[src/rtl/dvd_motion_ctrl.sv]
// Bouncing-tile motion sequencer: counts frame ticks, steps the tile with wall bounces,
// and accepts runtime position/direction loads while idle.
module dvd_motion_ctrl #(
    parameter int unsigned X_MAX = 19,
    parameter int unsigned Y_MAX = 14,
    parameter int unsigned X_RST = 10,
    parameter int unsigned Y_RST = 7
) (
    input  logic       clk,
    input  logic       rst_n,
    input  logic       frame_tick,
    input  logic [2:0] speed,
    input  logic       pause,
    input  logic       cfg_valid,
    output logic       cfg_ready,
    input  logic [4:0] cfg_x,
    input  logic [3:0] cfg_y,
    input  logic       cfg_dir_x,
    input  logic       cfg_dir_y,
    output logic [4:0] pos_x,
    output logic [3:0] pos_y,
    output logic       dir_x,
    output logic       dir_y,
    output logic       bounce_x,
    output logic       bounce_y,
    output logic       corner_hit,
    output logic [7:0] corner_count
);

    localparam logic [4:0] X_MAX_C = 5'(X_MAX);
    localparam logic [3:0] Y_MAX_C = 4'(Y_MAX);
    localparam logic [4:0] X_RST_C = 5'(X_RST);
    localparam logic [3:0] Y_RST_C = 4'(Y_RST);

    typedef enum logic [1:0] {
        ST_WAIT   = 2'd0,
        ST_CALC   = 2'd1,
        ST_COMMIT = 2'd2
    } state_t;

    state_t     state_r, state_s;
    logic       load_s, step_s;
    logic [2:0] cnt_r;
    logic [4:0] nx_x_s, sh_x_r;
    logic [3:0] nx_y_s, sh_y_r;
    logic       nx_dx_s, nx_dy_s, nx_bx_s, nx_by_s;
    logic       sh_dx_r, sh_dy_r, sh_bx_r, sh_by_r;

    function automatic logic [4:0] clamp_x(input logic [4:0] v);
        return (v > X_MAX_C) ? X_MAX_C : v;
    endfunction

    function automatic logic [3:0] clamp_y(input logic [3:0] v);
        return (v > Y_MAX_C) ? Y_MAX_C : v;
    endfunction

    // State register
    always_ff @(posedge clk or negedge rst_n) begin
        if (!rst_n) begin
            state_r <= ST_WAIT;
        end else begin
            state_r <= state_s;
        end
    end

    // Next-state decode; a config load takes priority over a frame tick
    always_comb begin
        state_s = state_r;
        load_s  = 1'b0;
        step_s  = 1'b0;
        case (state_r)
            ST_WAIT: begin
                if (cfg_valid) begin
                    load_s = 1'b1;
                end else if (frame_tick && !pause && (cnt_r == speed)) begin
                    step_s  = 1'b1;
                    state_s = ST_CALC;
                end else begin
                    state_s = ST_WAIT;
                end
            end
            ST_CALC:   state_s = ST_COMMIT;
            ST_COMMIT: state_s = ST_WAIT;
            default:   state_s = ST_WAIT;
        endcase
    end

    // Frame counter; wraps at 7 so a speed lowered below the count waits for the wrap
    always_ff @(posedge clk or negedge rst_n) begin
        if (!rst_n) begin
            cnt_r <= 3'd0;
        end else if (state_r == ST_WAIT) begin
            if (load_s || step_s) begin
                cnt_r <= 3'd0;
            end else if (frame_tick && !pause) begin
                cnt_r <= cnt_r + 3'd1;
            end else begin
                cnt_r <= cnt_r;
            end
        end else begin
            cnt_r <= cnt_r;
        end
    end

    // Next position per axis: a bounce flips direction and holds position for this step
    always_comb begin
        nx_x_s  = pos_x;
        nx_dx_s = dir_x;
        nx_bx_s = 1'b0;
        nx_y_s  = pos_y;
        nx_dy_s = dir_y;
        nx_by_s = 1'b0;
        if ((dir_x && (pos_x == X_MAX_C)) || (!dir_x && (pos_x == 5'd0))) begin
            nx_dx_s = ~dir_x;
            nx_bx_s = 1'b1;
        end else if (dir_x) begin
            nx_x_s = pos_x + 5'd1;
        end else begin
            nx_x_s = pos_x - 5'd1;
        end
        if ((dir_y && (pos_y == Y_MAX_C)) || (!dir_y && (pos_y == 4'd0))) begin
            nx_dy_s = ~dir_y;
            nx_by_s = 1'b1;
        end else if (dir_y) begin
            nx_y_s = pos_y + 4'd1;
        end else begin
            nx_y_s = pos_y - 4'd1;
        end
    end

    // Shadow registers captured in CALC so outputs stay stable until COMMIT
    always_ff @(posedge clk or negedge rst_n) begin
        if (!rst_n) begin
            sh_x_r  <= 5'd0;
            sh_y_r  <= 4'd0;
            sh_dx_r <= 1'b0;
            sh_dy_r <= 1'b0;
            sh_bx_r <= 1'b0;
            sh_by_r <= 1'b0;
        end else if (state_r == ST_CALC) begin
            sh_x_r  <= nx_x_s;
            sh_y_r  <= nx_y_s;
            sh_dx_r <= nx_dx_s;
            sh_dy_r <= nx_dy_s;
            sh_bx_r <= nx_bx_s;
            sh_by_r <= nx_by_s;
        end else begin
            sh_x_r  <= sh_x_r;
            sh_y_r  <= sh_y_r;
            sh_dx_r <= sh_dx_r;
            sh_dy_r <= sh_dy_r;
            sh_bx_r <= sh_bx_r;
            sh_by_r <= sh_by_r;
        end
    end

    // Visible outputs: commit a step, apply a config load, or hold
    always_ff @(posedge clk or negedge rst_n) begin
        if (!rst_n) begin
            pos_x        <= X_RST_C;
            pos_y        <= Y_RST_C;
            dir_x        <= 1'b1;
            dir_y        <= 1'b1;
            bounce_x     <= 1'b0;
            bounce_y     <= 1'b0;
            corner_hit   <= 1'b0;
            corner_count <= 8'd0;
            cfg_ready    <= 1'b1;
        end else begin
            bounce_x   <= 1'b0;
            bounce_y   <= 1'b0;
            corner_hit <= 1'b0;
            cfg_ready  <= (state_s == ST_WAIT);
            if (state_r == ST_COMMIT) begin
                pos_x      <= sh_x_r;
                pos_y      <= sh_y_r;
                dir_x      <= sh_dx_r;
                dir_y      <= sh_dy_r;
                bounce_x   <= sh_bx_r;
                bounce_y   <= sh_by_r;
                corner_hit <= sh_bx_r & sh_by_r;
                if (sh_bx_r && sh_by_r && (corner_count != 8'd255)) begin
                    corner_count <= corner_count + 8'd1;
                end else begin
                    corner_count <= corner_count;
                end
            end else if (load_s) begin
                pos_x <= clamp_x(cfg_x);
                pos_y <= clamp_y(cfg_y);
                dir_x <= cfg_dir_x;
                dir_y <= cfg_dir_y;
            end else begin
                pos_x <= pos_x;
                pos_y <= pos_y;
                dir_x <= dir_x;
                dir_y <= dir_y;
            end
        end
    end

endmodule

[config.mk]
export PLATFORM = sky130hd
export DESIGN_NAME = dvd_motion_ctrl
export DESIGN_NICKNAME = d
export VERILOG_FILES = /design/src/rtl/dvd_motion_ctrl.sv
export SDC_FILE = /design/constraint.sdc
export NUM_CORES = 1
export LEC_CHECK = 0
export ABC_AREA = 1
export CAP_MARGIN = 30
export CORE_UTILIZATION = 40
export CTS_BUF_LIST = sky130_fd_sc_hd__clkbuf_8 sky130_fd_sc_hd__clkbuf_16
export DETAILED_ROUTE_END_ITERATION = 8
export GPL_ROUTABILITY_DRIVEN = 0
export RECOVER_POWER = 25
export SKIP_CTS_REPAIR_TIMING = 1
export SYNTH_ARGS = -nofsm -noshare
export SYNTH_HDL_FRONTEND = slang
export SYNTH_SLANG_ARGS = --single-unit
[constraint.sdc]
create_clock -name clk -period 5 [get_ports clk]
set_input_delay 1 -clock clk [delete_from_list [all_inputs] [get_ports clk]]
set_output_delay 1 -clock clk [all_outputs]
set_load 0.02 [all_outputs]
==> implementation parameters <==
Parameter                              Value

Worst setup path
  Cell family contributing the most delay on the critical path    flip-flops
  Worst R2R Path Depth    12
  Kind of capture point of the worst setup path    primary output
  Origin of the critical flop-to-flop path    dir_x$_DFFE_PN1P_
  Classification of the worst setup path    reg -> out
  Maximum fanout along the worst path    7
  Crit path cell chain    clkdlybuf4s50_1
  Nature of the critical path startpoint    flop
  Required time at the endpoint of the critical path    ~4.0 ns
  Slowest-stage cell, CP    dfstp_1
  Critical path depth in cells    1
  CP Launch Point    dir_x$_DFFE_PN1P_
  Slowest Stage Delay on Critical Path    ~0.69 ns
  Worst Path Buf+Inv    1
  Arrival time of the worst setup path    about 1.7 ns

Clock network
  Clock transition at the registers of the reported paths    around 0.08 ns
  Number of buffers on the longest clock path    2
  Clock insertion delay at the later pin of the skew report    0.29 ns
  Maximum level of the CTS H-tree    2
  CTS tree    done
  Number of sinks handled by clock tree synthesis    41
  Root buf cell    clkbuf_8
  Number of buffers created by CTS    5

Cells and area
  Core Util, Final    0.516
  Post-synthesis to final-layout area growth    23.7%
  Fraction of layout instances using a drive strength above 1    0.0642
  Inserted Diodes    0
  Commonest non-fill, non-tap cells in the layout    nand2_1, clkdlybuf4s50_1, dfrtp_1, inv_1, nor2_1
  Commonest non-fill, non-tap cell in the layout    nand2_1
  Layout net count    approximately 350

GRT
  Maximum number of pins on one net before global-route repair    42
  Number of antenna violations at the first check in global routing    0
  Number of global-route vias before repair    between 1,500 and 2,000
  Final global-route overflow total    0
  All-layer global routing usage    0.179
  Global-route wire length before repair    approximately 8.5 mm

Timing
  Setup-violating endpoint count in the final report    0
  Transition time at the pin with the least slew margin    roughly 2.1 ns
  Worst slew margin relative to its limit    -0.385
  Final TNS setup    0 ns
  Skew final    roughly 0.0082 ns
  Minimum clock period    2.65 ns
  Portion of the clock cycle consumed by the worst path in the final layout    0.530
  Max frequency    roughly 380 MHz
  Final number of hold-violating endpoints    0
  Fin. max-slew vios    42
  Setup repair after global routing missed its margin    false

Yosys
  Instance count of the mapped netlist    ~280
  Average size of a mapped cell    roughly 8.2 µm²
  Library cells used by synthesis    34
  Total number of yosys warnings    0
  Leading register cell type out of synthesis    dfrtp_1
  Post-Syn Area    between 2000 and 2500 µm²
  Post-Synthesis Net Count    between 300 and 400
  Share of synthesized registers carrying an async set or reset    1.00
  Post-synth EDFFs    0
  Sequential area share after synthesis    0.448
  Number of storage elements in the synthesis netlist    41

Placed design
  Post-detailed-placement half-perimeter wirelength    3.68 mm
  Quantity of I/O buffers inserted on ports    slightly above 40

Route
  Total routed wirelength    between 4 and 5 mm
  Avg WL per Cell    around 12 µm
  DRC violation count after routing    0
  DRT iter0 DRCs    70
  Residual antenna-violating net count after detailed routing    0
  Routed via count    roughly 1,900
  First-pass iteration count of the detailed router    4
  Average vias per placed instance    ~4.9

Run
  Maximum capacitance violations    1

Outcome
  Failing checks    max-capacitance violations, max-slew violations
  Run status    finished, violations left

Floorplan
  Starting density of the core    0.417
  Std cell rows    27
  Die Area    a little over 6000 µm²
  Die Span Y    78.0 µm
  Die boundary width    78.0 µm
  Boundary pin count    42
  Placeable core region    about 5500 µm²

Power and ir drop
  Power Dens Cells    about 350 nW/µm²
  Worst-case vdd ir drop    roughly 0.00018 V
  Pleak    between 1 and 1.5 nW

Min path
  Hold path start    sh_y_r[0]$_DFFE_PN0P_
  Number of cells on the worst hold path    2
  Type of the most critical hold path    reg -> reg
-- final timing paths --
path	slack, ns	to
worst min register to register	0.48	sh_y_r[0]$_DFFE_PN0P_
worst max-delay path	2.35	dir_x
worst min-delay path	0.48	sh_y_r[0]$_DFFE_PN0P_
worst max register to register	3.12	sh_x_r[4]$_DFFE_PN0P_
max in group asynchronous	2.50	pos_x[0]$_DFFE_PN0P_
min in group asynchronous	1.30	corner_count[5]$_DFFE_PN0P_
-- where the power goes --
| part | internal, mW | total, mW | leakage (nW) | switching, mW |
|---|---|---|---|---|
| combinational | 0.124 | 0.275 | 0.808 | 0.152 |
| clock | 0.149 | 0.261 | 0.0543 | 0.112 |
| sequential | 0.400 | 0.452 | 0.520 | 0.0521 |
| total | 0.673 | 0.988 | 1.38 | 0.316 |
-- flip-flops by register name (all words and copies together), names as in the netlist --
signal        count
bounce_x          1
bounce_y          1
cfg_ready         1
cnt_r             3
corner_count      8
corner_hit        1
dir_x             1
dir_y             1
pos_x             5
pos_y             4
sh_bx_r           1
sh_by_r           1
sh_dx_r           1
sh_dy_r           1
sh_x_r            5
sh_y_r            4
state_r           2
-- synthesized netlist by cell type (all sizes together), types with 3 or more instances --
cell type,number,area [µm²]
nand3,19,105
nand2,94,365
inv,30,113
xnor2,8,70.1
o21a,3,22.5
o21ai,12,60.1
dfstp,8,210
a21oi,6,30.0
o22ai,4,25.0
dfrtp,33,826
ha,7,87.6
nor3,5,36.3
nand4,4,25.0
buf,5,40.0
xor2,9,86.3
nor2,25,104
-- metrics by stage --
step | hold WS, ns | cells | area (µm²) | worst slack, ns | total power [mW]
2_1_floorplan | 0.444 | 283 | 2310 | 3.29 | 0.644
3_3_place_gp | 0.467 | 391 | 2770 | 2.70 | 0.736
3_5_place_dp | 0.471 | 391 | 2770 | 2.62 | 0.739
4_1_cts | 0.492 | 399 | 2880 | 2.43 | 1.01
5_1_grt | 0.508 | 399 | 2860 | 2.01 | 1.06
6_report | 0.483 | 399 | 2860 | 2.35 | 0.988
-- cell families after synthesis --
family          count (synthesis)  share of synthesized area
compound gates                 32                     0.0823
xor+xnor                       17                     0.0677
fa+ha+maj                       9                     0.0552
buf+inv                        36                     0.0682
flops                          41                      0.448
simple gates                  148                      0.278
-- metal layers --
layer | up-vias | track usage | part of all wire
met5 | - | 0 | 0
met1 | 901 | 0.245 | 0.49
met4 | 0 | 0.0574 | 0.012
li1 | 995 | - | -
met3 | 4 | 0.0419 | 0.035
met2 | 39 | 0.281 | 0.46
-- cell type report --
class	instances	area, µm²
Fill cell	538	2680
Timing Repair Buffer	42	408
Clock inverter	3	46.3
Sequential cell	41	1040
Clock buffer	5	68.8
Inverter	30	113
Tap cell	72	90.1
Multi-Input combinational cell	206	1100
Note: power is estimated with default switching activity, not from simulation.
==> edit, RTL diff (same flow settings) <==
The 3 states of `state_t` get a one-hot encoding in 3 bits.
--- a/src/rtl/dvd_motion_ctrl.sv
+++ b/src/rtl/dvd_motion_ctrl.sv
@@ -33,8 +33,8 @@
     localparam logic [3:0] Y_RST_C = 4'(Y_RST);
 
-    typedef enum logic [1:0] {
-        ST_WAIT   = 2'd0,
-        ST_CALC   = 2'd1,
-        ST_COMMIT = 2'd2
+    typedef enum logic [2:0] {
+        ST_WAIT   = 3'b001,
+        ST_CALC   = 3'b010,
+        ST_COMMIT = 3'b100
     } state_t;
 
Formal check against the unedited RTL: no difference found for any inputs over 10 cycles, from zero or initial values and one cycle with rst_n low; not proved beyond that.
==> edit against the unedited design <==
The run still ends with max-capacitance violations, max-slew violations left; routed wire length shrank 0.88%; non-clock buffer count unchanged; sequential cell count rose by 1; synthesized cell count increased by 2.1%; synthesized area grew 3.1%; final area is 2.0% higher; register-to-register slack better by 100 ps; fmax down 2.3%; worst setup slack worse by 63 ps; power decreased by 23%; critical path type is now primary input to async pin; largest cell class unchanged.
==> edit: results (changes against the unedited design) <==
global_routing:
  grt_pass1_vias: 1777  # -4.7%
  grt_max_degree: 43  # +2.4%
  use_met3: 0.0379  # -0.00393
  met1_usage: 0.239  # -0.00610
  grt_use_met2: 0.265  # -0.0168
  grt_use_total: 0.171  # -0.00815
  grt_pass1_wl_um: 8340  # -1.9%
critical_path:
  slowest_delay_ps: 1530  # +840 ps
  reg2regPathDepth: 11  # -1
  crit_family: "buffers and inverters"
  worst-r2r-setup-slack_ps: 3220  # +100 ps
  crit_arrival_ps: 2690  # +1040 ps
  crit_start: "rst_n"
  crit_path_top_delay_cell: "clkbuf_1"
  critical_path.max_fanout: 40  # +33
  r2r-start: "dir_x"
  rr_endpoint: "sh_x_r[4]"
drt:
  viasPerCell: 4.76  # -2.1%
  routed_wl_um: 4860  # -0.88%
  route.met2.wl_um: 2060  # -9.1%
  route.met3.wl_um: 237  # +36%
  first_iter_violations: 65  # -7.1%
  wl_met1_um: 2510  # +4.3%
yosys:
  synth_nets: 317  # +1.9%
  yosys-top-cells-area: "dfrtp_1 (35%), nand2_1 (14%), dfstp_2 (9.9%)"
  synth_common_cells: "nand2_1 (92), dfrtp_1 (33), inv_1 (30), nand3_1 (19), nor2_1 (18)"
  ys_types: 36  # +5.9%
  synth-warning-count: 0  # unchanged
  yosysSeqAreaShare: 0.446  # -0.00263
finish:
  nets: 359  # +1.4%
  reg_top3: "corner_count x8, pos_x x5, sh_x_r x5"
  drive_gt1_frac: 0.0964  # +0.0322
clock_tree:
  cts_made_buffers: 5  # unchanged
  clk_latency_ps: 290  # about the same
power_and_ir_drop:
  p_clk_uw: 222  # -15%
  p_leak_uw: 0.00143  # +3.7%
  vdd_drop_max_v: 0.000122  # -33%
  swShare: 0.303  # -0.0162
  combPwrFrac: 0.213  # -0.066
sta:
  timing.slew.headroom: -0.411  # -0.0259
  drv_slew: 41  # -2.4%
  clock_skew_ps: 7.52  # -0.693 ps
min_path:
  min_from: "sh_x_r[3]"
  min_to: "sh_x_r[3]"
  hold_depth: 2  # unchanged
  hold_path.class: "register to register"
status:
  failed_checks: "max-capacitance violations, max-slew violations"
  status: "finished, violations left"
place:
  hpwl_um: 3490  # -5.0%
  placed_area_sq_um: 2820  # +1.9%
  portBuffers: 41  # unchanged
job:
  max_cap_viol_count: 1  # unchanged
## edit: changes by cell type in the layout (fill, tap and decap cells not counted), sizes merged, moves of 4 or more
| cell | delta |
|---|---|
| o22ai | -4 |
| nand3 | +4 |
| nor2 | -6 |
| inv | +4 |
| o21ai | +7 |
## edit: worst max path at each step
| stage | end | slack (ps) |
|---|---|---|
| final | corner_count[3] | 2290 |
| after global placement | dir_x | 2750 |
| after floorplan | sh_y_r[3] | 3290 |
| after CTS | dir_x | 2450 |
| after detailed placement | pos_x[1] | 2710 |
| after global routing | sh_dx_r | 1710 |
## edit: cell families (layout without fill, tap and decap cells)
group / count (synthesis) / in the layout / share of synthesized area
XOR/XNOR: 17 / 17 / 0.0625
flip-flops: 42 / 42 / 0.446
adder cells (fa/ha/maj): 9 / 9 / 0.0535
AND/OR/NAND/NOR: 147 / 147 / 0.279
AO/OA/AOI/OAI: 33 / 33 / 0.0814
buffers and inverters: 41 / 84 / 0.0782
## edit: layout make-up
cell class                 instances  area, sq um
clock buffer                       5         68.8
clock inverter                     3         21.3
fill                             578         2690
inverter                          34          130
multi-input combinational        206         1130
sequential                        42         1060
tap                               72         90.1
timing repair buffer              42          408
## edit: stage by stage
step,setup slack [ps],hold slack [ps],util,cells,total power [uW]
3_3_place_gp,2750,465,0.503,395,543
3_5_place_dp,2710,465,0.503,395,545
6_report,2290,486,0.520,404,758
2_1_floorplan,3290,449,-,289,483
5_1_grt,1710,515,0.520,404,805
4_1_cts,2450,487,0.519,403,766
## edit: worst reg2reg max path: stages (launching register included)
cell and delay (ps):
dfstp_2 620, inv_1 130, ha_1 380, nand2_1 70, nor2_1 90, nor2_1 50
nand2_1 50, nand2_1 60, nand2_1 60, nand2_1 50, nand2_1 60, nand2_1 60
